### config.mk
export PLATFORM = sky130hd
export DESIGN_NAME = prefix_sub_pipe
export DESIGN_NICKNAME = d
export VERILOG_FILES = /design/src/rtl/prefix_sub_pipe_pkg.sv /design/src/rtl/prefix_sub_pipe_level.sv /design/src/rtl/prefix_sub_pipe.sv
export SDC_FILE = /design/constraint.sdc
export NUM_CORES = 1
export LEC_CHECK = 0
export CELL_PAD_IN_SITES_DETAIL_PLACEMENT = 0
export CELL_PAD_IN_SITES_GLOBAL_PLACEMENT = 2
export CORE_MARGIN = 2
export CORE_UTILIZATION = 32
export DETAILED_ROUTE_END_ITERATION = 6
export MAX_ROUTING_LAYER = met4
export PLACE_DENSITY = 0.82
export SLEW_MARGIN = 20
export SYNTH_ARGS = -nofsm -noshare
export SYNTH_HDL_FRONTEND = slang
export SYNTH_HIERARCHICAL = 1
export SYNTH_SLANG_ARGS = --single-unit
### constraint.sdc
create_clock -name clk -period 2 [get_ports clk]
set_input_delay 0.3 -clock clk [delete_from_list [all_inputs] [get_ports clk]]
set_output_delay 0.3 -clock clk [all_outputs]
set_load 0.005 [all_outputs]
### src/rtl/prefix_sub_pipe_pkg.sv
// Shared definitions for the pipelined prefix subtractor: widths, opcodes and
// the generate/propagate combine cell used at every prefix node.
package prefix_sub_pipe_pkg;

    localparam int LEN_DATA_DEF = 64;
    localparam int TAG_W_DEF    = 4;
    localparam int LAT          = 4;

    typedef enum logic [1:0] {
        OP_SUB = 2'b00,
        OP_RSB = 2'b01,
        OP_NEG = 2'b10,
        OP_CMP = 2'b11
    } op_e;

    // Combine a high group (g_hi, p_hi) with the adjacent lower group (g_lo, p_lo).
    function automatic logic [1:0] gp_cell(input logic g_hi, input logic p_hi,
                                           input logic g_lo, input logic p_lo);
        return {g_hi | (p_hi & g_lo), p_hi & p_lo};
    endfunction

endpackage

### src/rtl/prefix_sub_pipe_level.sv
// One Sklansky prefix level: bits in the upper half of each 2*SPAN block absorb
// the group ending just below that half; all other bits pass through.
module prefix_sub_level
    import prefix_sub_pipe_pkg::*;
#(
    parameter int LEN_DATA = LEN_DATA_DEF,
    parameter int LEVEL    = 1
) (
    input  logic [LEN_DATA-1:0] g_in,
    input  logic [LEN_DATA-1:0] p_in,
    output logic [LEN_DATA-1:0] g_out,
    output logic [LEN_DATA-1:0] p_out
);

    localparam int SPAN = 1 << (LEVEL - 1);

    genvar gi;
    generate
        for (gi = 0; gi < LEN_DATA; gi++) begin : g_bit
            if (((gi / SPAN) % 2) == 1) begin : g_node
                localparam int SRC = (gi / SPAN) * SPAN - 1;
                assign {g_out[gi], p_out[gi]} = gp_cell(g_in[gi], p_in[gi], g_in[SRC], p_in[SRC]);
            end else begin : g_pass
                assign g_out[gi] = g_in[gi];
                assign p_out[gi] = p_in[gi];
            end
        end
    endgenerate

endmodule

### src/rtl/prefix_sub_pipe.sv
// Four-register subtract/compare pipeline (pre-process, two prefix halves,
// sum/flags) with a whole-pipe stall driven by the output handshake.
module prefix_sub_pipe
    import prefix_sub_pipe_pkg::*;
#(
    parameter int LEN_DATA = LEN_DATA_DEF,
    parameter int TAG_W    = TAG_W_DEF
) (
    input  logic                clk,
    input  logic                rst,
    input  logic                in_valid,
    output logic                in_ready,
    input  logic [LEN_DATA-1:0] in_a,
    input  logic [LEN_DATA-1:0] in_b,
    input  logic [1:0]          in_op,
    input  logic [TAG_W-1:0]    in_tag,
    output logic                out_valid,
    input  logic                out_ready,
    output logic [LEN_DATA-1:0] out_res,
    output logic                out_borrow,
    output logic                out_zero,
    output logic                out_neg,
    output logic                out_ovf,
    output logic [TAG_W-1:0]    out_tag
);

    localparam int LEVELS = $clog2(LEN_DATA);
    localparam int HALF   = LEVELS / 2;

    logic                adv;
    logic [LEN_DATA-1:0] sel_x, sel_y, pre_g, pre_p;

    logic                r1_valid, r2_valid, r3_valid;
    logic [LEN_DATA-1:0] r1_g, r1_p, r1_psum;
    logic [LEN_DATA-1:0] r2_g, r2_p, r2_psum;
    logic [LEN_DATA-1:0] r3_g, r3_psum;
    logic                r1_cmp, r2_cmp, r3_cmp;
    logic                r1_sx, r2_sx, r3_sx;
    logic                r1_sy, r2_sy, r3_sy;
    logic [TAG_W-1:0]    r1_tag, r2_tag, r3_tag;

    logic [LEN_DATA-1:0] lvl_g_in  [1:LEVELS];
    logic [LEN_DATA-1:0] lvl_p_in  [1:LEVELS];
    logic [LEN_DATA-1:0] lvl_g_out [1:LEVELS];
    logic [LEN_DATA-1:0] lvl_p_out [1:LEVELS];
    logic [LEN_DATA-1:0] sum_d;

    assign adv      = !out_valid || out_ready;
    assign in_ready = adv;

    always_comb begin
        sel_x = in_a;
        sel_y = in_b;
        case (in_op)
            OP_RSB: begin
                sel_x = in_b;
                sel_y = in_a;
            end
            OP_NEG: begin
                sel_x = '0;
                sel_y = in_a;
            end
            default: ;
        endcase
    end

    assign pre_g = sel_x & ~sel_y;
    assign pre_p = sel_x ^ ~sel_y;

    // Levels 1..HALF read R1, the remaining levels read R2.
    genvar gi;
    generate
        for (gi = 1; gi <= LEVELS; gi++) begin : g_level
            if (gi == 1) begin : g_src_r1
                assign lvl_g_in[gi] = r1_g;
                assign lvl_p_in[gi] = r1_p;
            end else if (gi == HALF + 1) begin : g_src_r2
                assign lvl_g_in[gi] = r2_g;
                assign lvl_p_in[gi] = r2_p;
            end else begin : g_src_chain
                assign lvl_g_in[gi] = lvl_g_out[gi-1];
                assign lvl_p_in[gi] = lvl_p_out[gi-1];
            end
            prefix_sub_level #(
                .LEN_DATA (LEN_DATA),
                .LEVEL    (gi)
            ) u_level (
                .g_in  (lvl_g_in[gi]),
                .p_in  (lvl_p_in[gi]),
                .g_out (lvl_g_out[gi]),
                .p_out (lvl_p_out[gi])
            );
        end
    endgenerate

    // Carry into bit i is the prefix generate of bit i-1; bit 0 sees the folded carry-in.
    assign sum_d = r3_psum ^ {r3_g[LEN_DATA-2:0], 1'b1};

    always_ff @(posedge clk) begin
        if (rst) begin
            r1_valid <= 1'b0; r1_g <= '0; r1_p <= '0; r1_psum <= '0;
            r1_cmp <= 1'b0; r1_sx <= 1'b0; r1_sy <= 1'b0; r1_tag <= '0;
            r2_valid <= 1'b0; r2_g <= '0; r2_p <= '0; r2_psum <= '0;
            r2_cmp <= 1'b0; r2_sx <= 1'b0; r2_sy <= 1'b0; r2_tag <= '0;
            r3_valid <= 1'b0; r3_g <= '0; r3_psum <= '0;
            r3_cmp <= 1'b0; r3_sx <= 1'b0; r3_sy <= 1'b0; r3_tag <= '0;
            out_valid <= 1'b0; out_res <= '0; out_borrow <= 1'b0;
            out_zero <= 1'b0; out_neg <= 1'b0; out_ovf <= 1'b0; out_tag <= '0;
        end else if (adv) begin
            r1_valid <= in_valid;
            r1_g     <= {pre_g[LEN_DATA-1:1], pre_g[0] | pre_p[0]};
            r1_p     <= {pre_p[LEN_DATA-1:1], 1'b0};
            r1_psum  <= pre_p;
            r1_cmp   <= (in_op == OP_CMP);
            r1_sx    <= sel_x[LEN_DATA-1];
            r1_sy    <= sel_y[LEN_DATA-1];
            r1_tag   <= in_tag;

            r2_valid <= r1_valid;
            r2_g     <= lvl_g_out[HALF];
            r2_p     <= lvl_p_out[HALF];
            r2_psum  <= r1_psum;
            r2_cmp   <= r1_cmp;
            r2_sx    <= r1_sx;
            r2_sy    <= r1_sy;
            r2_tag   <= r1_tag;

            r3_valid <= r2_valid;
            r3_g     <= lvl_g_out[LEVELS];
            r3_psum  <= r2_psum;
            r3_cmp   <= r2_cmp;
            r3_sx    <= r2_sx;
            r3_sy    <= r2_sy;
            r3_tag   <= r2_tag;

            out_valid  <= r3_valid;
            out_res    <= r3_cmp ? '0 : sum_d;
            out_borrow <= ~r3_g[LEN_DATA-1];
            out_zero   <= (sum_d == '0);
            out_neg    <= sum_d[LEN_DATA-1];
            out_ovf    <= (r3_sx != r3_sy) && (sum_d[LEN_DATA-1] != r3_sx);
            out_tag    <= r3_tag;
        end
    end

endmodule

==> results.sh, run 1 <==
export IMPL_outcome="finished clean"
export IMPL_grt_overflow=0
export IMPL_timing_max_cap_violations=0
export IMPL_layout_cells_most_common="nand2_1"
export IMPL_drt_pass1_iter_count=5
export IMPL_detail_route_iter0_violations=967
export IMPL_total_power_w=0.02611
export IMPL_die_width_um=287.9
export IMPL_final_weighted_congestion_in_routability_driven_placement=0.7442
export IMPL_synthesis_area_per_instance_sq_um=8.000
export IMPL_drt_drc_violations_left=0
export IMPL_detailed_place_hpwl_mm=43.14
export IMPL_layout_area_overhead_vs_synth_pct=13.77
export IMPL_crit_buf_inv=1
export IMPL_clk_insertion_delay_late_ns=0.61
export IMPL_synthesis_yosys_warnings=6
export IMPL_setup_worst_path_start="r3_psum[55]$_SDFFE_PP0P_"
export IMPL_fp_dieArea_sq_um=82910
export IMPL_timing_final_hold_violations=0
export IMPL_global_route_wire_length_before_repair_mm=103.1
export IMPL_rows=104
export IMPL_num_vias=19410
export IMPL_grt_antenna_before_repair=0
export IMPL_ir_drop_v=0.0007164
export IMPL_final_nets=3296
export IMPL_worst_path_largest_cell_delay_ns=0.57
export IMPL_worst_slew_pin_slew_ns=0.5287
export IMPL_use_met3_pct=2.377
export IMPL_post_detailed_route_wirelength_per_cell_um=15.34
export IMPL_worstPathCellList="xor2_1, nor4_2, buf_4, nand4_1, or4_4, a21oi_2"
export IMPL_grt_start_max_net_pins=74
export IMPL_crit_end="out_zero$_SDFFE_PP0P_"
export IMPL_grt_met1_usage_pct=21.97
export IMPL_p_leak_nw=12.84
export IMPL_synth_fp_nets=3429
export IMPL_via_per_inst=4.624
export IMPL_path_max_fanout=2
export IMPL_most_used_routing_layer_in_global_routing="met2"
export IMPL_r2r_cells=6
export IMPL_max_clock_path_buffers=3
export IMPL_setup_violation_total_in_the_final_timing_report=0
export IMPL_holdCritPathClass="input pin to register"
export IMPL_netlist_instances=3225
export IMPL_layout_cells_most_common_list="937 x nand2_1, 535 x dfxtp_1, 468 x a21oi_1"
export IMPL_worst_path_max_delay_cell="or4_4"
export IMPL_power_density_nw_per_um2=889.5
export IMPL_worst_hold_margin_ns=0.1251
export IMPL_critPathCaptureType="register"
export IMPL_tritoncts_num_sinks=537
export IMPL_grt_pass1_vias=18400
export IMPL_place_area_sq_um=27230
export IMPL_total_detailed_routing_wirelength_mm=64.38
export IMPL_rsz0062_at_grt="yes"
export IMPL_timing_critical_path_arrival_ns=2.51
export IMPL_tritoncts="built"
export IMPL_core_region_area_sq_um=80160
export IMPL_grtUsageTotal_pct=15.68
export IMPL_layout_min_cycle_time_ns=1.953
export IMPL_cts_buffers=61
export IMPL_antenna_left=0
export IMPL_timing_critical_path_max_delay_family="simple AND/OR/NAND/NOR gates"
export IMPL_critical_path_depth=6
export IMPL_floorplan_initialDensity_pct=32.19
export IMPL_cts_root_buf="clkbuf_16"
export IMPL_cts_max_level=2
export IMPL_path_clk_slew_ns=0.06
export IMPL_critical_path_class="register to register"
export IMPL_critical_path_reg2reg_startpoint="r3_psum[55]$_SDFFE_PP0P_"
export IMPL_port_buffers=211
export IMPL_finalMaxSlewViolations=0
export IMPL_use_met2_pct=23.95
export IMPL_pin_count=212
export IMPL_layout_worst_path_cycle_share_pct=97.67
export IMPL_post_cts_hold_buffer_count=0
export IMPL_antenna_diode_count=0
export IMPL_max_slew_margin_rel_pct=64.63
export IMPL_r2r_setup_slack_ns=0.05
export IMPL_die_h_um=287.9
export IMPL_timing_fmax_mhz=511.9
export IMPL_end_of_the_worst_register_to_register_path="out_zero$_SDFFE_PP0P_"
export IMPL_fraction_of_layout_cells_with_a_size_suffix_above_1_pct=8.764
export IMPL_required_ns=2.55
export IMPL_crit_path_start_kind="register"
export IMPL_setup_skew_after_layout_ns=0.01537
export IMPL_final_cell_area_sq_um=29350
export IMPL_cell_area_synth_sq_um=25800
[power by group]
| part | internal (W) | leakage, nW | switching, W |
|---|---|---|---|
| logic | 0.00148 | 7.45 | 0.00147 |
| registers | 0.0113 | 4.38 | 0.000472 |
| clock network | 0.00691 | 1.00 | 0.00447 |
[per-stage QoR]
| step | setup TNS (ns) | util, % | worst slack [ns] | std cells |
|---|---|---|---|---|
| after floorplan | 0 | - | 0.02170 | 3225 |
| after global placement | -62.93 | 33.97 | -0.3143 | 4088 |
| after detailed placement | -66.43 | 33.97 | -0.3369 | 4088 |
| after CTS | -0.01709 | 36.60 | -0.01709 | 4198 |
| after global routing | -0.1875 | 36.62 | -0.03365 | 4198 |
| final | 0 | 36.62 | 0.04660 | 4198 |
[layout make-up]
| cell class | instances | area [sq um] |
|---|---|---|
| clock inverter | 19 | 272.8 |
| sequential | 537 | 10750 |
| inverter | 2 | 23.77 |
| multi-input combinational | 2151 | 11800 |
| tap | 1060 | 1326 |
| timing repair buffer | 339 | 3417 |
| fill | 8542 | 50810 |
| clock buffer | 90 | 1755 |
[routing by layer]
metal	share of wire, %	wire (um)
met5	0	0
met4	1.5	953
met3	3.9	2499
met2	45	28850
met1	50	32080
[how the worst min path moves through the flow]
stage / startpoint / to / slack (ns) / cells after the start
final: rst / r3_g[44]$_SDFFE_PP0P_ / 0.13 / 2
after global routing: rst / r3_g[25]$_SDFFE_PP0P_ / 0.13 / 2
after CTS: rst / r3_g[44]$_SDFFE_PP0P_ / 0.09 / 2
after detailed placement: r3_g[63]$_SDFFE_PP0P_ / out_borrow$_SDFFE_PP0P_ / 0.44 / 1
after global placement: r2_g[35]$_SDFFE_PP0P_ / r2_g[35]$_SDFFE_PP0P_ / 0.44 / 2
after floorplan: r3_g[63]$_SDFFE_PP0P_ / out_borrow$_SDFFE_PP0P_ / 0.41 / 1
[timing repair]
action                     4_1_cts  5_1_grt
pin swaps                        6        3
setup buffers                    2        0
gates resized for setup         16        2
cloned                           0        0
setup endpoints to repair        3       34
[registers in the layout, indices dropped and copies added (netlist names), 4 cells and up]
register,count
out_res,64
r1_g,64
r1_psum,64
r2_g,64
r2_psum,64
r3_g,64
r3_psum,64
r2_p,56
out_tag,4
r1_tag,4
r2_tag,4
r3_tag,4
Power figures use the tool's default switching activity.
==> run 2: changes to the inputs <==
- CAP_MARGIN: not set -> 20
==> results of run 2 <==
Same layout as run 1: the final DEF is identical, and so are final timing and power.
